<file path="config.mk">
export PLATFORM = sky130hd
export DESIGN_NAME = reflet_uart_loader_flat
export DESIGN_NICKNAME = d
export VERILOG_FILES = /design/src/rtl/reflet_uart_loader_if.sv /design/src/rtl/reflet_uart_loader.sv /design/src/flat_wrapper.sv
export SDC_FILE = /design/constraint.sdc
export NUM_CORES = 1
export LEC_CHECK = 0
export CAP_MARGIN = 15
export CORE_MARGIN = 2
export CORE_UTILIZATION = 56
export CTS_CLUSTER_SIZE = 28
export DETAILED_ROUTE_END_ITERATION = 8
export PLACE_DENSITY = 0.79
export SLEW_MARGIN = 0
export SYNTH_ARGS = -nofsm -noshare
export SYNTH_HDL_FRONTEND = slang
export SYNTH_SLANG_ARGS = --single-unit
</file>
<file path="constraint.sdc">
create_clock -name clk -period 3.41 [get_ports clk]
set_input_delay 0.5115 -clock clk [delete_from_list [all_inputs] [get_ports clk]]
set_output_delay 0.5115 -clock clk [all_outputs]
set_load 0.02 [all_outputs]
</file>
<file path="src/rtl/reflet_uart_loader_if.sv">
// Instruction-memory write port driven by the UART boot loader.
// The loader uses the master side; the instruction RAM uses the slave side.
interface reflet_uart_loader_if #(
   parameter int addr_size = 7
);
   logic [addr_size-1:0] mem_addr;
   logic [7:0]           mem_data;
   logic                 mem_we;

   modport master (output mem_addr, output mem_data, output mem_we);
   modport slave  (input  mem_addr, input  mem_data, input  mem_we);
endinterface

</file>
<file path="src/rtl/reflet_uart_loader.sv">
// UART boot loader: receives a 0xA5 / length / payload image and writes it into instruction RAM.
// Optional trailing checksum byte is enabled by defining REFLET_LOADER_CHECKSUM_EN.
module reflet_uart_loader #(
   parameter int clk_freq  = 1000000,
   parameter int baud_rate = 9600,
   parameter int mem_size  = 128,
   parameter int addr_size = 7
) (
   input  logic                 clk,
   input  logic                 reset,
   input  logic                 rx,
   reflet_uart_loader_if.master mem,
   output logic                 cpu_hold,
   output logic                 done,
   output logic                 error
);
   localparam int bit_div     = clk_freq / baud_rate;
   localparam int bit_period  = (bit_div < 4) ? 4 : bit_div;
   localparam int half_period = bit_period / 2;
   localparam int cnt_w       = $clog2(bit_period);
   localparam logic [cnt_w-1:0]   cnt_one   = 1;
   localparam logic [cnt_w-1:0]   cnt_bit   = cnt_w'(bit_period - 1);
   localparam logic [cnt_w-1:0]   cnt_half  = cnt_w'(half_period - 1);
   localparam logic [addr_size:0] idx_one   = 1;

   typedef enum logic [1:0] {RX_IDLE, RX_START, RX_DATA, RX_STOP} rx_state_t;

   rx_state_t        rx_state_reg;
   logic [1:0]       rx_sync_reg;
   logic             rx_prev_reg;
   logic [cnt_w-1:0] cnt_reg;
   logic [2:0]       bit_cnt_reg;
   logic [7:0]       shift_reg;
   logic             byte_valid_reg;
   logic             frame_err_reg;
   logic             rx_s;
   logic [7:0]       rx_byte;

   assign rx_s    = rx_sync_reg[1];
   assign rx_byte = shift_reg;

   // Receiver: samples at bit centres measured from the synchronized start edge.
   always_ff @(posedge clk) begin
      if (reset) begin
         rx_sync_reg    <= 2'b11;
         rx_prev_reg    <= 1'b1;
         rx_state_reg   <= RX_IDLE;
         cnt_reg        <= '0;
         bit_cnt_reg    <= '0;
         shift_reg      <= '0;
         byte_valid_reg <= 1'b0;
         frame_err_reg  <= 1'b0;
      end else begin
         rx_sync_reg    <= {rx_sync_reg[0], rx};
         rx_prev_reg    <= rx_s;
         byte_valid_reg <= 1'b0;
         frame_err_reg  <= 1'b0;
         case (rx_state_reg)
            RX_IDLE: begin
               cnt_reg <= '0;
               if (rx_prev_reg && !rx_s) rx_state_reg <= RX_START;
            end
            RX_START: begin
               if (cnt_reg == cnt_half) begin
                  cnt_reg      <= '0;
                  bit_cnt_reg  <= '0;
                  rx_state_reg <= rx_s ? RX_IDLE : RX_DATA;
               end else begin
                  cnt_reg <= cnt_reg + cnt_one;
               end
            end
            RX_DATA: begin
               if (cnt_reg == cnt_bit) begin
                  cnt_reg     <= '0;
                  shift_reg   <= {rx_s, shift_reg[7:1]};
                  bit_cnt_reg <= bit_cnt_reg + 3'd1;
                  if (bit_cnt_reg == 3'd7) rx_state_reg <= RX_STOP;
               end else begin
                  cnt_reg <= cnt_reg + cnt_one;
               end
            end
            RX_STOP: begin
               if (cnt_reg == cnt_bit) begin
                  cnt_reg        <= '0;
                  rx_state_reg   <= RX_IDLE;
                  byte_valid_reg <= rx_s;
                  frame_err_reg  <= !rx_s;
               end else begin
                  cnt_reg <= cnt_reg + cnt_one;
               end
            end
            default: rx_state_reg <= RX_IDLE;
         endcase
      end
   end

   typedef enum logic [2:0] {
      WAIT_MAGIC,
      GET_LEN,
      GET_DATA,
`ifdef REFLET_LOADER_CHECKSUM_EN
      CHECK,
`endif
      FINISH
   } state_t;

   state_t               state_reg, state_next;
   logic [addr_size:0]   len_reg, index_reg;
   logic [addr_size-1:0] mem_addr_reg;
   logic [7:0]           mem_data_reg;
   logic                 mem_we_reg, error_reg, done_reg;
   logic                 len_ok, is_magic, last_byte;
   logic                 write_en, len_load, error_set, error_clr, done_next;
`ifdef REFLET_LOADER_CHECKSUM_EN
   logic [7:0]           sum_reg;
`endif

   assign len_ok    = (rx_byte != 8'd0) && (int'(rx_byte) <= mem_size);
   assign is_magic  = (rx_byte == 8'hA5);
   assign last_byte = (index_reg == (len_reg - idx_one));

   always_ff @(posedge clk) begin
      if (reset) begin
         state_reg    <= WAIT_MAGIC;
         len_reg      <= '0;
         index_reg    <= '0;
         mem_addr_reg <= '0;
         mem_data_reg <= '0;
         mem_we_reg   <= 1'b0;
         error_reg    <= 1'b0;
         done_reg     <= 1'b0;
`ifdef REFLET_LOADER_CHECKSUM_EN
         sum_reg      <= '0;
`endif
      end else begin
         state_reg  <= state_next;
         mem_we_reg <= write_en;
         done_reg   <= done_next;
         if (len_load) begin
            len_reg   <= (addr_size + 1)'(rx_byte);
            index_reg <= '0;
         end else if (write_en) begin
            index_reg <= index_reg + idx_one;
         end
         if (write_en) begin
            mem_addr_reg <= index_reg[addr_size-1:0];
            mem_data_reg <= rx_byte;
         end
         if (error_set)      error_reg <= 1'b1;
         else if (error_clr) error_reg <= 1'b0;
`ifdef REFLET_LOADER_CHECKSUM_EN
         if (len_load)      sum_reg <= '0;
         else if (write_en) sum_reg <= sum_reg + rx_byte;
`endif
      end
   end

   always_comb begin
      state_next = state_reg;
      case (state_reg)
         WAIT_MAGIC: if (byte_valid_reg && is_magic) state_next = GET_LEN;
         GET_LEN:    if (byte_valid_reg) state_next = len_ok ? GET_DATA : WAIT_MAGIC;
`ifdef REFLET_LOADER_CHECKSUM_EN
         GET_DATA:   if (byte_valid_reg && last_byte) state_next = CHECK;
         CHECK:      if (byte_valid_reg) state_next = (rx_byte == sum_reg) ? FINISH : WAIT_MAGIC;
`else
         GET_DATA:   if (byte_valid_reg && last_byte) state_next = FINISH;
`endif
         FINISH:     state_next = FINISH;
         default:    state_next = WAIT_MAGIC;
      endcase
      // A broken frame abandons the image unless it is already complete.
      if (frame_err_reg && state_reg != FINISH) state_next = WAIT_MAGIC;
   end

   always_comb begin
      write_en  = (state_reg == GET_DATA) && byte_valid_reg;
      len_load  = (state_reg == GET_LEN) && byte_valid_reg && len_ok;
      error_clr = (state_reg == WAIT_MAGIC) && byte_valid_reg && is_magic;
      error_set = (frame_err_reg && state_reg != FINISH)
               || ((state_reg == GET_LEN) && byte_valid_reg && !len_ok);
`ifdef REFLET_LOADER_CHECKSUM_EN
      error_set = error_set || ((state_reg == CHECK) && byte_valid_reg && (rx_byte != sum_reg));
`endif
      // Registered one cycle late so release follows the final strobe.
      done_next = (state_reg == FINISH);
   end

   assign mem.mem_addr = mem_addr_reg;
   assign mem.mem_data = mem_data_reg;
   assign mem.mem_we   = mem_we_reg;
   assign done         = done_reg;
   assign cpu_hold     = !done_reg;
   assign error        = error_reg;
endmodule

</file>
<file path="src/flat_wrapper.sv">
// flat-port wrapper written by rule: the top's interface ports become plain ports
module reflet_uart_loader_flat 
#(
   parameter int clk_freq  = 1000000,
   parameter int baud_rate = 9600,
   parameter int mem_size  = 128,
   parameter int addr_size = 7
)
  (clk, reset, rx, cpu_hold, done, error, mem_mem_addr, mem_mem_data, mem_mem_we);
  reflet_uart_loader_if #(.addr_size(addr_size)) mem_i ();
  input  logic clk;
  input  logic reset;
  input  logic rx;
  output logic cpu_hold;
  output logic done;
  output logic error;
  output wire logic [$bits(mem_i.mem_addr)-1:0] mem_mem_addr;
  output wire logic [$bits(mem_i.mem_data)-1:0] mem_mem_data;
  output wire logic [$bits(mem_i.mem_we)-1:0] mem_mem_we;
  assign mem_mem_addr = mem_i.mem_addr;
  assign mem_mem_data = mem_i.mem_data;
  assign mem_mem_we = mem_i.mem_we;
  reflet_uart_loader #(.clk_freq(clk_freq), .baud_rate(baud_rate), .mem_size(mem_size), .addr_size(addr_size)) u_core (.clk(clk), .reset(reset), .rx(rx), .mem(mem_i), .cpu_hold(cpu_hold), .done(done), .error(error));
endmodule
</file>
# After elaboration in Yosys (flattened, before gate mapping)
# Index checks and enable logic that the tools add are counted.
dict set report classes {
  add_sub_neg 4
  n_lt_le_gt_ge 1
  eq_ne 20
  n_mux 20
  n_bitwise 2
  reduce_logical 28
}
# op count
set ops {}
lappend ops {{$pmux W7 S3} 1}
lappend ops {{$ne A2 B1 Y1 const B} 8}
lappend ops {{$mux W3} 5}
lappend ops {{$mux W2} 7}
lappend ops {{$mux W7} 2}
lappend ops {{$pmux W3 S4} 1}
lappend ops {{$logic_and A1 B1 Y1} 11}
lappend ops {{$add A8 B1 Y8 const B} 1}
lappend ops {{$eq A8 B8 Y1} 1}
lappend ops {{$eq A8 B8 Y1 const B} 1}
lappend ops {{$le A8 B8 Y1 const B} 1}
lappend ops {{$pmux W2 S4} 1}
lappend ops {{$reduce_bool A8 Y1} 1}
lappend ops {{$sub A8 B1 Y8 const B} 1}
lappend ops {{$add A7 B1 Y7 const B} 1}
lappend ops {{$eq A7 B6 Y1 const B} 1}
lappend ops {{$eq A7 B7 Y1 const B} 1}
lappend ops {{$eq A3 B2 Y1 const B} 2}
lappend ops {{$pmux W3 S2} 1}
lappend ops {{$reduce_and A3 Y1} 2}
lappend ops {{$reduce_or A2 Y1} 3}
lappend ops {{$reduce_and A5 Y1} 1}
lappend ops {{$eq A2 B2 Y1 const B} 2}
lappend ops {{$reduce_bool A2 Y1} 2}
lappend ops {{13 further kinds} 17}
dict set report word_totals {
  reg_bits 62
  input_bits 3
  output_inout_bits 19
  wordCells 91
}

# Longest topological paths before layout
# Gate-level depths: netlist of run 1.
dict set report logic_depth {
  word_depth 6
  mapped_depth 7
  mapped_depth_nobuf 7
}

# Worst setup path before layout of run 1
# OpenSTA, ideal clock, no wires.
dict set report synth_path {
  kind {flip-flop to flip-flop}
  start {reg u_core.shift_reg[1], in the netlist u_core.rx_byte[1]}
  end {reg u_core.state_reg[0]}
  setup_ns 0.073
  arrival_ns 1.963
  required_time_ns 3.337
  path_slack_ns 1.374
  path_stages_with_launch 6
  path_buffers 0
  period_less_slack_ns 2.036
  path_cell_list {dfxtp_1 > or4_4 > or4_1 > a221o_1 > o31a_1 > nor3_2}
}
dict set report synth_via {
  elab_chain_cells 4
}
# element line_no
set synth_lines {}
lappend synth_lines {{start, declared} reflet_uart_loader.sv:33} ;# logic [7:0] shift_reg;
lappend synth_lines {{start signal, assigned} reflet_uart_loader.sv:75} ;# shift_reg <= {rx_s, shift_reg[7:1]};
lappend synth_lines {{$eq A8 B8 Y1} reflet_uart_loader.sv:119} ;# assign is_magic = (rx_byte == 8'hA5);
lappend synth_lines {{$logic_and A1 B1 Y1} reflet_uart_loader.sv:161} ;# WAIT_MAGIC: if (byte_valid_reg && is_magic) state_next = GET_LEN;
lappend synth_lines {{$ne A2 B1 Y1 (no source line)} -}
lappend synth_lines {{$reduce_and A3 Y1 (no source line)} -}
lappend synth_lines {{end signal, assigned} reflet_uart_loader.sv:136} ;# state_reg <= state_next;
lappend synth_lines {{end, declared} reflet_uart_loader.sv:107} ;# state_t state_reg, state_next;
# Every way passes these cells.
# A chain may end at the register's enable or synchronous reset.

# Worst setup path after layout of run 1
# Same ends and word-level chain as after synthesis.

==> parameters.txt, run 1 <==
Parameter                              Value

Logic synthesis
  Primary FF master, synth ... sky130_fd_sc_hd__dfxtp_1
  Count of yosys warnings during synthesis ... 0
  Synth Cell Area ... 2750 um^2
  Area fraction of the dominant cell type after synthesis ... 0.444
  Share of async-settable or async-resettable flops after synthesis ... 0
  Post-synthesis cell type count ... 45
  Average cell area after synthesis ... 8.39 um^2
  Largest area contributor in the synthesized netlist ... sky130_fd_sc_hd__dfxtp_1
  Instance count of the mapped netlist ... 328
  Count of state elements after synthesis ... 61
  Dominant cells by area after synthesis ... sky130_fd_sc_hd__dfxtp_1 (44%), sky130_fd_sc_hd__nand2_1 (8.6%), sky130_fd_sc_hd__a21oi_1 (6.2%)
  Sequential share of the synthesized area ... 0.444
  EDFF count, synth ... 0
  Net count after synthesis ... 340

Drt
  DRT iter0 DRCs ... 193
  Mean routed wirelength per cell ... 13.8 um
  Drt total wl ... 5780 um
  Vias per inst ... 5.54
  Count of vias placed by the detailed router ... 2326
  Final ANT Viol Nets ... 0
  Remaining DRCs ... 0
  First-pass iteration count of the detailed router ... 4

Cells and area
  Total number of nets in the final design ... 360
  Number of inserted filler cells in the final layout ... 394
  Synth-to-layout area growth ... 19.4%
  Share of post-route cells with drive strength above 1 ... 0.0878
  Non-filler instance count after layout ... 420
  Area of combinational cells with multiple inputs ... 1430 um^2
  Number of antenna repair diodes ... 0
  Combined flip-flop and latch cell area ... 1220 um^2

Pwr
  Ratio of total power to cell area ... 502 nW/um^2
  Net switching power of the design ... 0.331 mW
  Peak ir drop on the vdd network ... 0.334 mV
  Switching portion of total power ... 0.201
  Sequential group share of total power ... 0.438
  Part of the total power dissipated in the clock network ... 0.528
  P_int ... 1.32 mW
  Combinational share of power ... 0.034
  Pleak ... 1.11 nW

Setup path
  Worst reg2reg startpoint ... u_core.rx_byte[1]
  Slack of the worst reg-to-reg path ... 1.25 ns
  Worst setup EP type ... flip-flop
  FF-to-FF path depth ... 5
  WS Path Type ... reg2reg
  Critical path arrival ... 2.44 ns
  CP startpoint kind ... flip-flop
  CP required ... 3.68 ns
  Worst Path Max Fanout ... 6
  Capture point of the worst reg-to-reg path ... u_core.state_reg[0]

Timing
  Setup TNS ... 0 ns
  Headroom to the max-slew limit ... 0.508
  Skew final ... 0.00793 ns
  Final Max Slew Viols ... 0
  Max Freq ... 462 MHz
  Final Hold Fails ... 0
  Setup violations, final ... 0
  Unrepaired setup endpoints after global routing ... false
  Portion of the clock cycle consumed by the worst path in the final layout ... 0.634
  Shortest clock period the worst path allows after layout ... 2.16 ns
  PnR worst setup slack ... 1.25 ns
  Slew @ Worst Pin ... 0.734 ns

Hold path
  Worst hold path cell count ... 1
  Hold path startpoint ... u_core.rx_sync_reg[0]
  End point of the most critical hold path ... u_core.rx_sync_reg[1]
  Type of the worst min-delay path ... reg2reg

Floorplan
  Area of the placeable core ... 4720 um^2
  Die X ... 74.1 um
  Die area ... 5490 um^2
  Die Y-Extent ... 74.1 um
  Starting density of the core ... 0.583
  Row count ... 25
  Number of I/O pins ... 22

Clock network
  Worst-path clk slew ... 0.07 ns
  Hold Buf Count CTS ... 0
  Setup bufs post-CTS ... 0
  Post-cts gate resize count ... 0
  TritonCTS clock tree ... yes
  CTS root buffer ... sky130_fd_sc_hd__clkbuf_8
  Worst-Skew Late Latency ... 0.34 ns
  Number of sinks on the clock net ... 61
  Worst-case clock buffer depth ... 2
  Number of clock buffers inserted by TritonCTS ... 9
  Max H-tree Level ... 3

Global route
  Number of global-route vias before repair ... 2125
  Antenna violations before repair ... 0
  Combined global-route utilization of all metal layers ... 0.234
  Total grt overflow ... 0
  Maximum number of pins on one net before global-route repair ... 49
  Global-route wire length before repair ... 9720 um

Placement
  Setup slack at placement ... 1.27 ns
  Final HPWL DP ... 3900 um
  IO Port Bufs ... 21
  Final Wtd Congestion ... 0.930
  Placed insts ... 404

Job
  Number of max-capacitance violations reported ... 0

Outcome
  Outcome ... completed
[worst max-delay path by stage]
stage,slack [ns],endpoint,from,cells after the start
global placement,1.33,u_core.state_reg[0],u_core.rx_byte[1],5
floorplan,1.37,u_core.state_reg[0],u_core.rx_byte[1],5
finish,1.25,u_core.state_reg[0],u_core.rx_byte[1],5
CTS,1.25,u_core.state_reg[0],u_core.rx_byte[1],5
global route,1.14,u_core.index_reg[4],u_core.rx_byte[1],5
detailed placement,1.27,u_core.state_reg[0],u_core.rx_byte[1],5
[Yosys cell counts, types with 4 or more instances]
library cell	n
sky130_fd_sc_hd__a21oi_1	34
sky130_fd_sc_hd__clkbuf_1	14
sky130_fd_sc_hd__dfxtp_1	61
sky130_fd_sc_hd__ha_1	9
sky130_fd_sc_hd__inv_1	11
sky130_fd_sc_hd__mux2i_1	9
sky130_fd_sc_hd__nand2_1	63
sky130_fd_sc_hd__nand2b_1	4
sky130_fd_sc_hd__nand3_1	5
sky130_fd_sc_hd__nand3b_1	4
sky130_fd_sc_hd__nand4_1	9
sky130_fd_sc_hd__nor2_1	33
sky130_fd_sc_hd__nor3_1	5
sky130_fd_sc_hd__nor3b_1	4
sky130_fd_sc_hd__or2_2	5
sky130_fd_sc_hd__xnor2_1	12
sky130_fd_sc_hd__xor2_1	9
[metal layers]
| metal | vias up | global-route usage | wire [um] |
|---|---|---|---|
| met5 | - | 0 | 0 |
| met4 | 0 | 0.0889 | 77 |
| met3 | 7 | 0.0705 | 377 |
| met2 | 67 | 0.368 | 2560 |
| met1 | 1095 | 0.304 | 2760 |
| li1 | 1157 | - | - |
[placed cells by master, fill, tap and decap left out, drive strengths merged, types with 2 or more instances in the layout]
cell,Yosys,final
dfxtp,61,61
a21oi,34,34
xor2,9,9
or4,4,4
mux2i,9,9
clkbuf,14,10
xnor2,12,12
nor2,33,33
nor4,3,3
nand4,9,9
o211ai,2,2
nand3b,4,4
clkinv,0,2
bufinv,0,4
buf,2,4
a211oi,2,2
nand2,63,63
nand3,5,5
nand2b,4,4
clkdlybuf4s50,0,21
nor3b,4,4
o21ai,2,2
inv,11,11
nor4b,3,3
nor3,7,7
or2,5,5
ha,9,9
[final cells by class]
class	instances	area share
inverter	11	0.0126
tap	67	0.0255
multi-input combinational	240	0.435
sequential	61	0.372
timing repair buffer	25	0.0731
clock buffer	10	0.0419
clock inverter	6	0.0407
[worst max-delay path: stages, from the launching register on]
cell	delay (ns)
sky130_fd_sc_hd__dfxtp_1	0.36
sky130_fd_sc_hd__or4_4	0.56
sky130_fd_sc_hd__or4_1	0.51
sky130_fd_sc_hd__a221o_1	0.37
sky130_fd_sc_hd__o31a_1	0.14
sky130_fd_sc_hd__nor3_2	0.16
[power groups by stage]
stage | Combinational (mW) | Clock [mW] | Sequential, mW
finish | 0.0565 | 0.870 | 0.722
global placement | 0.0545 | 0 | 0.738
CTS | 0.0560 | 0.881 | 0.722
detailed placement | 0.0555 | 0 | 0.738
floorplan | 0.0394 | 0 | 0.737
global route | 0.0619 | 0.907 | 0.722
[kinds of logic (layout without fill, tap and decap cells)]
group	after synthesis	after routing	synth area share
compound gates	52	52	0.115
xor+xnor	21	21	0.0668
fa+ha+maj	9	9	0.0409
buf+inv	27	52	0.0377
flops	61	61	0.444
mux	9	9	0.0327
simple gates	149	149	0.264
[metrics by stage]
| step | hold slack, ns | cell area, um^2 | power [mW] | utilization |
|---|---|---|---|---|
| floorplan | 0.389 | 2750 | 0.776 | - |
| global placement | 0.397 | 3010 | 0.792 | 0.638 |
| detailed placement | 0.404 | 3010 | 0.794 | 0.638 |
| CTS | 0.430 | 3290 | 1.66 | 0.696 |
| global route | 0.447 | 3290 | 1.69 | 0.696 |
| finish | 0.425 | 3290 | 1.65 | 0.696 |
Note: power is estimated with default switching activity, not from simulation.
==> run 2: changes to the inputs <==
==> constraint.sdc (replaced) <==
create_clock -name clk -period 2 [get_ports clk]
set_input_delay 0.3 -clock clk [delete_from_list [all_inputs] [get_ports clk]]
set_output_delay 0.3 -clock clk [all_outputs]
set_load 0.02 [all_outputs]
==> parameters.txt, run 2 (synthesis results as in run 1) <==
Parameter                              Value

Cells and area
  Share of post-route cells with drive strength above 1 ... 0.124 (was 0.0878)
  Synth-to-layout area growth ... 22.0% (was 19.4%)
  Area of combinational cells with multiple inputs ... 1450 um^2 (was 1430 um^2)
  Most frequent cells in the layout ... sky130_fd_sc_hd__nand2_1 (63), sky130_fd_sc_hd__dfxtp_1 (60), sky130_fd_sc_hd__a21oi_1 (34), sky130_fd_sc_hd__nor2_1 (32), sky130_fd_sc_hd__clkdlybuf4s50_1 (21) (was sky130_fd_sc_hd__nand2_1 (63), sky130_fd_sc_hd__dfxtp_1 (61), sky130_fd_sc_hd__a21oi_1 (34), sky130_fd_sc_hd__nor2_1 (33), sky130_fd_sc_hd__clkdlybuf4s50_1 (21))
  Most common cell after layout, fill and taps aside ... sky130_fd_sc_hd__nand2_1 (unchanged)
  Total number of nets in the final design ... 370 (was 360)
  Number of inserted filler cells in the final layout ... 364 (was 394)
  Combined flip-flop and latch cell area ... 1220 um^2 (about the same)
  Number of antenna repair diodes ... 0 (unchanged)

Floorplan
  Starting density of the core ... 0.583 (unchanged)
  Die X ... 74.1 um (unchanged)
  Area of the placeable core ... 4720 um^2 (unchanged)
  Die area ... 5490 um^2 (unchanged)
  Number of I/O pins ... 22 (unchanged)
  Row count ... 25 (unchanged)
  Die Y-Extent ... 74.1 um (unchanged)

Clock network
  Max H-tree Level ... 3 (unchanged)
  Hold Buf Count CTS ... 0 (unchanged)
  Number of clock buffers inserted by TritonCTS ... 9 (unchanged)
  Worst-path clk slew ... 0.07 ns (about the same)
  Number of sinks on the clock net ... 61 (unchanged)
  Setup bufs post-CTS ... 0 (unchanged)
  CTS root buffer ... sky130_fd_sc_hd__clkbuf_8 (unchanged)
  Worst-case clock buffer depth ... 2 (unchanged)
  Worst-Skew Late Latency ... 0.34 ns (about the same)
  TritonCTS clock tree ... yes (unchanged)

Setup path
  Slack of the worst reg-to-reg path ... 0.05 ns (was 1.25 ns)
  Worst reg2reg startpoint ... u_core.rx_byte[1] (unchanged)
  Cell at the slowest stage of the critical path ... sky130_fd_sc_hd__or4_4 (unchanged)
  FF-to-FF path depth ... 5 (unchanged)
  CP startpoint kind ... flip-flop (unchanged)
  Critical path arrival ... 2.23 ns (was 2.44 ns)
  Crit path cell chain ... or4_4 -> or4_1 -> a221o_1 -> o31a_1 -> nor3_2 (unchanged)
  Worst stage delay on the critical path ... 0.53 ns (was 0.56 ns)
  WS Path Type ... reg2reg (unchanged)
  Family with the most delay on the worst path ... simple AND/OR/NAND/NOR gates (unchanged)
  Capture point of the worst reg-to-reg path ... u_core.state_reg[0] (unchanged)
  CP bufs+invs ... 0 (unchanged)
  Worst Path Max Fanout ... 3 (was 6)
  CP required ... 2.28 ns (was 3.68 ns)
  Worst setup EP type ... flip-flop (unchanged)

Global route
  Maximum number of pins on one net before global-route repair ... 49 (unchanged)
  Total grt overflow ... 0 (unchanged)
  Number of global-route vias before repair ... 2185 (was 2125)
  Combined global-route utilization of all metal layers ... 0.232 (was 0.234)
  Global-route wire length before repair ... 9780 um (was 9720 um)
  Antenna violations before repair ... 0 (unchanged)

Timing
  Final Hold Fails ... 0 (unchanged)
  Shortest clock period the worst path allows after layout ... 1.95 ns (was 2.16 ns)
  Skew final ... 0.00897 ns (was 0.00793 ns)
  Slew @ Worst Pin ... 0.480 ns (was 0.734 ns)
  Setup TNS ... 0 ns (unchanged)
  Headroom to the max-slew limit ... 0.677 (was 0.508)
  Max Freq ... 513 MHz (was 462 MHz)
  Portion of the clock cycle consumed by the worst path in the final layout ... 0.974 (was 0.634)
  Final Max Slew Viols ... 0 (unchanged)
  Setup violations, final ... 0 (unchanged)
  Unrepaired setup endpoints after global routing ... false (unchanged)

Hold path
  Type of the worst min-delay path ... reg2reg (unchanged)
  Worst hold path cell count ... 1 (unchanged)
  End point of the most critical hold path ... u_core.rx_sync_reg[1] (unchanged)
  Hold path startpoint ... u_core.rx_sync_reg[0] (unchanged)

Pwr
  Ratio of total power to cell area ... 773 nW/um^2 (was 502 nW/um^2)
  Peak ir drop on the vdd network ... 0.757 mV (was 0.334 mV)
  Pleak ... 1.15 nW (was 1.11 nW)
  Total design power ... 2.60 mW (was 1.65 mW)

Drt
  DRT iter0 DRCs ... 171 (was 193)
  Count of vias placed by the detailed router ... 2315 (was 2326)
  First-pass iteration count of the detailed router ... 4 (unchanged)
  Remaining DRCs ... 0 (unchanged)
  Final ANT Viol Nets ... 0 (unchanged)
  Drt total wl ... 5740 um (was 5780 um)
  Mean routed wirelength per cell ... 13.3 um (was 13.8 um)
  Vias per inst ... 5.38 (was 5.54)

Job
  Number of max-capacitance violations reported ... 0 (unchanged)

Outcome
  Outcome ... completed (unchanged)

Placement
  IO Port Bufs ... 21 (unchanged)
  Final HPWL DP ... 3820 um (was 3900 um)
  Final Wtd Congestion ... 0.887 (was 0.930)
==> run 2: final cells by class <==
cell class / count / share of cell area
flip-flops and latches: 61 / 0.364
repair buffers: 35 / 0.0987
inverters: 11 / 0.0123
well taps: 67 / 0.0250
clock buffers: 11 / 0.0451
clock inverters: 5 / 0.0246
multi-input cells: 240 / 0.431
==> run 2: layer usage <==
layer,global-route usage,vias up,wire [um],part of all wire
li1,-,1184,-,-
met1,0.302,1074,2760,0.48
met2,0.361,48,2630,0.46
met3,0.0650,9,256,0.045
met4,0.0990,0,90,0.016
met5,0,-,0,0
==> run 2: power breakdown <==
| group | total [mW] | switching (mW) | internal, mW |
|---|---|---|---|
| combinational | 0.102 | 0.0608 | 0.0407 |
| clock | 1.27 | 0.497 | 0.769 |
| sequential | 1.23 | 0.00866 | 1.22 |
| total | 2.60 | 0.566 | 2.03 |
==> run 2: through the flow <==
step                      utilization  hold WS [ns]  instances  instance area [um^2]  setup slack [ns]
after floorplan                     -         0.389        328                  2750           0.00189
after global placement          0.657         0.394        414                  3100           0.00183
after detailed placement        0.657         0.401        414                  3100           -0.0291
after CTS                       0.706         0.414        430                  3340            0.0344
after global routing            0.711         0.421        430                  3360           0.00330
final                           0.711         0.411        430                  3360            0.0512
==> run 2: worst max path at each step <==
stage / endpoint / start / cells after the start / slack (ns)
floorplan: u_core.state_reg[0] / u_core.rx_byte[1] / 5 / 0.002
global placement: u_core.state_reg[0] / u_core.rx_byte[1] / 5 / 0.002
detailed placement: u_core.state_reg[0] / u_core.rx_byte[1] / 5 / -0.03
CTS: u_core.state_reg[0] / u_core.rx_byte[1] / 5 / 0.03
global route: u_core.index_reg[1] / u_core.rx_byte[1] / 6 / 0.003
finish: u_core.state_reg[0] / u_core.rx_byte[1] / 5 / 0.05
==> run 2: timing repair <==
item	4_1_cts	5_1_grt
pin swaps	2	2
gates resized for setup	0	5
endpoints found under the setup margin	1	17
==> run 3: changes to the inputs <==
--- a/config.mk
+++ b/config.mk
@@ -5,7 +5,8 @@
 export SDC_FILE = /design/constraint.sdc
 export NUM_CORES = 1
 export LEC_CHECK = 0
-export CAP_MARGIN = 15
+export ABC_AREA = 1
+export CAP_MARGIN = 20
 export CORE_MARGIN = 2
 export CORE_UTILIZATION = 56
 export CTS_CLUSTER_SIZE = 28
==> parameters.txt, run 3 <==
Parameter                              Value

Cells and area
  Share of post-route cells with drive strength above 1 ... 0.106 (was 0.124)
  Synth-to-layout area growth ... 16.6% (was 22.0%)
  Number of antenna repair diodes ... 0 (unchanged)
  Total number of nets in the final design ... 423 (was 370)
  Post-route cell area ... 3290 um^2 (was 3360 um^2)
  Non-filler instance count after layout ... 482 (was 430)
  Most frequent cells in the layout ... sky130_fd_sc_hd__nand2_1 (84), sky130_fd_sc_hd__dfxtp_1 (61), sky130_fd_sc_hd__nor2_1 (53), sky130_fd_sc_hd__inv_1 (41), sky130_fd_sc_hd__a21oi_1 (30) (was sky130_fd_sc_hd__nand2_1 (63), sky130_fd_sc_hd__dfxtp_1 (60), sky130_fd_sc_hd__a21oi_1 (34), sky130_fd_sc_hd__nor2_1 (32), sky130_fd_sc_hd__clkdlybuf4s50_1 (21))
  Most common cell after layout, fill and taps aside ... sky130_fd_sc_hd__nand2_1 (unchanged)
  Number of inserted filler cells in the final layout ... 386 (was 364)

Hold path
  End point of the most critical hold path ... u_core.rx_sync_reg[1] (unchanged)
  Type of the worst min-delay path ... reg2reg (unchanged)
  Hold path startpoint ... u_core.rx_sync_reg[0] (unchanged)
  Worst hold path cell count ... 1 (unchanged)

Clock network
  Number of clock buffers inserted by TritonCTS ... 9 (unchanged)
  Max H-tree Level ... 3 (unchanged)
  Post-cts gate resize count ... 0 (unchanged)
  CTS root buffer ... sky130_fd_sc_hd__clkbuf_8 (unchanged)
  Worst-case clock buffer depth ... 2 (unchanged)
  Worst-path clk slew ... 0.07 ns (about the same)
  Number of sinks on the clock net ... 61 (unchanged)
  Worst-Skew Late Latency ... 0.34 ns (about the same)
  TritonCTS clock tree ... yes (unchanged)

Logic synthesis
  Count of yosys warnings during synthesis ... 0 (unchanged)
  Average cell area after synthesis ... 7.36 um^2 (was 8.39 um^2)
  Dominant cells by area after synthesis ... sky130_fd_sc_hd__dfxtp_1 (43%), sky130_fd_sc_hd__nand2_1 (11%), sky130_fd_sc_hd__nor2_1 (7.0%) (was sky130_fd_sc_hd__dfxtp_1 (44%), sky130_fd_sc_hd__nand2_1 (8.6%), sky130_fd_sc_hd__a21oi_1 (6.2%))
  Synth Cell Area ... 2830 um^2 (was 2750 um^2)
  Instance count of the mapped netlist ... 384 (was 328)
  Net count after synthesis ... 396 (was 340)
  Complex-gate fraction of the synthesized area ... 0.127 (was 0.115)
  Simple-gate share of the synthesized area ... 0.292 (was 0.264)
  Top cells by instance count after synthesis ... sky130_fd_sc_hd__nand2_1 (84), sky130_fd_sc_hd__dfxtp_1 (61), sky130_fd_sc_hd__nor2_1 (53) (was sky130_fd_sc_hd__nand2_1 (63), sky130_fd_sc_hd__dfxtp_1 (61), sky130_fd_sc_hd__a21oi_1 (34))
  Most numerous cell in the Yosys netlist ... sky130_fd_sc_hd__nand2_1 (unchanged)
  Primary FF master, synth ... sky130_fd_sc_hd__dfxtp_1 (unchanged)
  Fraction of synthesized cell area in xor and xnor cells ... 0.0248 (was 0.0668)
  Largest area contributor in the synthesized netlist ... sky130_fd_sc_hd__dfxtp_1 (unchanged)
  Share of async-settable or async-resettable flops after synthesis ... 0 (unchanged)
  Main combinational cell family by area after synthesis ... simple AND/OR/NAND/NOR gates (unchanged)
  Mux contribution to synthesized area ... 0 (was 0.0327)
  EDFF count, synth ... 0 (unchanged)
  Sequential share of the synthesized area ... 0.432 (was 0.444)
  Post-synthesis cell type count ... 36 (was 45)
  Area fraction of the dominant cell type after synthesis ... 0.432 (was 0.444)
  Adder and majority cell fraction of the synthesized area ... 0.0399 (was 0.0409)
  Count of state elements after synthesis ... 61 (unchanged)

Timing
  Headroom to the max-slew limit ... 0.639 (was 0.677)
  Max Freq ... 550 MHz (was 513 MHz)
  Final Max Slew Viols ... 0 (unchanged)
  Portion of the clock cycle consumed by the worst path in the final layout ... 0.909 (was 0.974)
  Skew final ... 0.00671 ns (was 0.00897 ns)
  Setup TNS ... 0 ns (unchanged)
  Final Hold Fails ... 0 (unchanged)
  PnR worst setup slack ... 0.183 ns (was 0.0512 ns)
  Shortest clock period the worst path allows after layout ... 1.82 ns (was 1.95 ns)
  Unrepaired setup endpoints after global routing ... true (was false)
  Slew @ Worst Pin ... 0.540 ns (was 0.480 ns)
  Setup violations, final ... 0 (unchanged)
  WHS ... 0.416 ns (was 0.411 ns)

Drt
  Final ANT Viol Nets ... 0 (unchanged)
  Drt total wl ... 6060 um (was 5740 um)
  DRT iter0 DRCs ... 193 (was 171)
  Vias per inst ... 5.21 (was 5.38)
  Mean routed wirelength per cell ... 12.6 um (was 13.3 um)
  Count of vias placed by the detailed router ... 2510 (was 2315)
  Remaining DRCs ... 0 (unchanged)
  First-pass iteration count of the detailed router ... 6 (was 4)

Job
  Number of max-capacitance violations reported ... 0 (unchanged)

Setup path
  Worst stage delay on the critical path ... 0.48 ns (was 0.53 ns)
  Critical path arrival ... 2.09 ns (was 2.23 ns)
  Worst Path Max Fanout ... 16 (was 3)
  CP required ... 2.27 ns (was 2.28 ns)
  FF-to-FF path depth ... 7 (was 5)
  Slack of the worst reg-to-reg path ... 0.18 ns (was 0.05 ns)
  Worst reg2reg startpoint ... u_core.cnt_reg[0] (was u_core.rx_byte[1])
  WS Path Type ... reg2reg (unchanged)
  Worst setup EP type ... flip-flop (unchanged)
  Capture point of the worst reg-to-reg path ... u_core.rx_byte[6] (was u_core.state_reg[0])
  Cell at the slowest stage of the critical path ... sky130_fd_sc_hd__nor2_2 (was sky130_fd_sc_hd__or4_4)
  CP startpoint kind ... flip-flop (unchanged)
  Crit path cell chain ... ha_1 -> nand2_1 -> nor2_1 -> nand3_1 -> nor2_2 -> o21ai_0 -> a21oi_1 (was or4_4 -> or4_1 -> a221o_1 -> o31a_1 -> nor3_2)

Floorplan
  Row count ... 25 (unchanged)
  Area of the placeable core ... 4790 um^2 (was 4720 um^2)
  Die area ... 5630 um^2 (was 5490 um^2)
  Number of I/O pins ... 22 (unchanged)
  Starting density of the core ... 0.590 (was 0.583)
  Die Y-Extent ... 75.0 um (was 74.1 um)
  Die X ... 75.0 um (was 74.1 um)

Placement
  Post-place instance area ... 3110 um^2 (was 3100 um^2)
  Final Wtd Congestion ... 0.890 (was 0.887)
  Placed insts ... 467 (was 414)
  Final HPWL DP ... 4370 um (was 3820 um)
  IO Port Bufs ... 21 (unchanged)
  Setup slack at placement ... 0.250 ns (was -0.0291 ns)

Pwr
  Sequential group share of total power ... 0.507 (was 0.474)
  P_int ... 1.87 mW (was 2.03 mW)
  Peak ir drop on the vdd network ... 0.514 mV (was 0.757 mV)
  Pleak ... 1.48 nW (was 1.15 nW)
  Net switching power of the design ... 0.610 mW (was 0.566 mW)
  Part of the total power dissipated in the clock network ... 0.420 (was 0.487)
  Ratio of total power to cell area ... 755 nW/um^2 (was 773 nW/um^2)
  Switching portion of total power ... 0.246 (was 0.218)
  Combinational share of power ... 0.073 (was 0.039)

Global route
  Antenna violations before repair ... 0 (unchanged)
  Total grt overflow ... 0 (unchanged)
  Maximum number of pins on one net before global-route repair ... 33 (was 49)
  Combined global-route utilization of all metal layers ... 0.236 (was 0.232)
  Global-route wire length before repair ... 10000 um (was 9780 um)
  Number of global-route vias before repair ... 2198 (was 2185)

Outcome
  Outcome ... completed (unchanged)
-- run 3: changes by cell type in the layout (fill, tap and decap cells not counted), moves of 4 or more --
cell / previous run / this run
sky130_fd_sc_hd__buf_4: 12 / 2
sky130_fd_sc_hd__inv_1: 11 / 41
sky130_fd_sc_hd__xnor2_1: 12 / 3
sky130_fd_sc_hd__a21oi_1: 34 / 30
sky130_fd_sc_hd__nand3_1: 5 / 19
sky130_fd_sc_hd__nand2b_1: 4 / 0
sky130_fd_sc_hd__nor3b_1: 4 / 0
sky130_fd_sc_hd__mux2i_1: 9 / 0
sky130_fd_sc_hd__inv_2: 0 / 10
sky130_fd_sc_hd__nor2_1: 32 / 53
sky130_fd_sc_hd__xor2_1: 9 / 5
sky130_fd_sc_hd__nand2_1: 63 / 84
sky130_fd_sc_hd__o21ai_0: 2 / 27
-- run 3: final cells by class --
class,count,area [um^2],area share
multi-input cells,263,1370,0.415
flip-flops and latches,61,1220,0.371
repair buffers,24,245,0.0745
inverters,52,198,0.0600
clock buffers,11,131,0.0399
well taps,67,83.8,0.0255
clock inverters,4,48.8,0.0148
-- run 3: per-stage QoR --
step	power (mW)	util
finish	2.48	0.688
detailed placement	1.46	0.650
CTS	2.49	0.688
floorplan	1.41	-
global placement	1.46	0.650
global route	2.58	0.688
-- run 3: repair_timing --
action	in CTS	in global routing
setup endpoints to repair	0	1
buffers inserted	0	0
hold buffers	0	0
-- run 3: routing by layer --
metal	global-route usage	wire length [um]	vias to the layer above
li1	-	-	1280
met1	0.338	2930	1149
met2	0.351	2660	71
met3	0.0415	387	10
met4	0.0992	83	0
met5	0	0	-
-- run 3: power groups by stage --
stage	Combinational (mW)	Clock, mW	Sequential (mW)
floorplan	0.133	0	1.28
global placement	0.170	0	1.29
global route	0.207	1.10	1.26
finish	0.181	1.04	1.26
detailed placement	0.177	0	1.29
CTS	0.179	1.05	1.26
-- run 3: how the worst max path moves through the flow --
stage | depth (start not counted) | to | start | slack (ns)
floorplan | 10 | flip-flop | u_core.cnt_reg[0] | 0.53
global route | 7 | u_core.rx_byte[6] | u_core.cnt_reg[0] | -0.01
finish | 7 | u_core.rx_byte[6] | u_core.cnt_reg[0] | 0.18
detailed placement | 7 | u_core.rx_byte[3] | u_core.cnt_reg[0] | 0.25
global placement | 7 | u_core.rx_byte[7] | u_core.cnt_reg[0] | 0.40
CTS | 7 | u_core.rx_byte[6] | u_core.cnt_reg[0] | 0.23
-- run 3: cell families (layout without fill, tap and decap cells) --
kind of cell,count (synthesis),in the layout
AOI/OAI and AO/OA,64,64
xor gates and xnor gates,8,8
adders and majority gates,9,9
buffers and inverters,60,91
DFF,61,61
and+or+nand+nor,182,182
-- run 3: worst max-delay path, delay by kind of cell, from the launching register on --
family,cells,cell delay [ns]
adders and majority gates,1,0.20
DFF,1,0.35
and+or+nand+nor,4,0.86
AOI/OAI and AO/OA,2,0.34
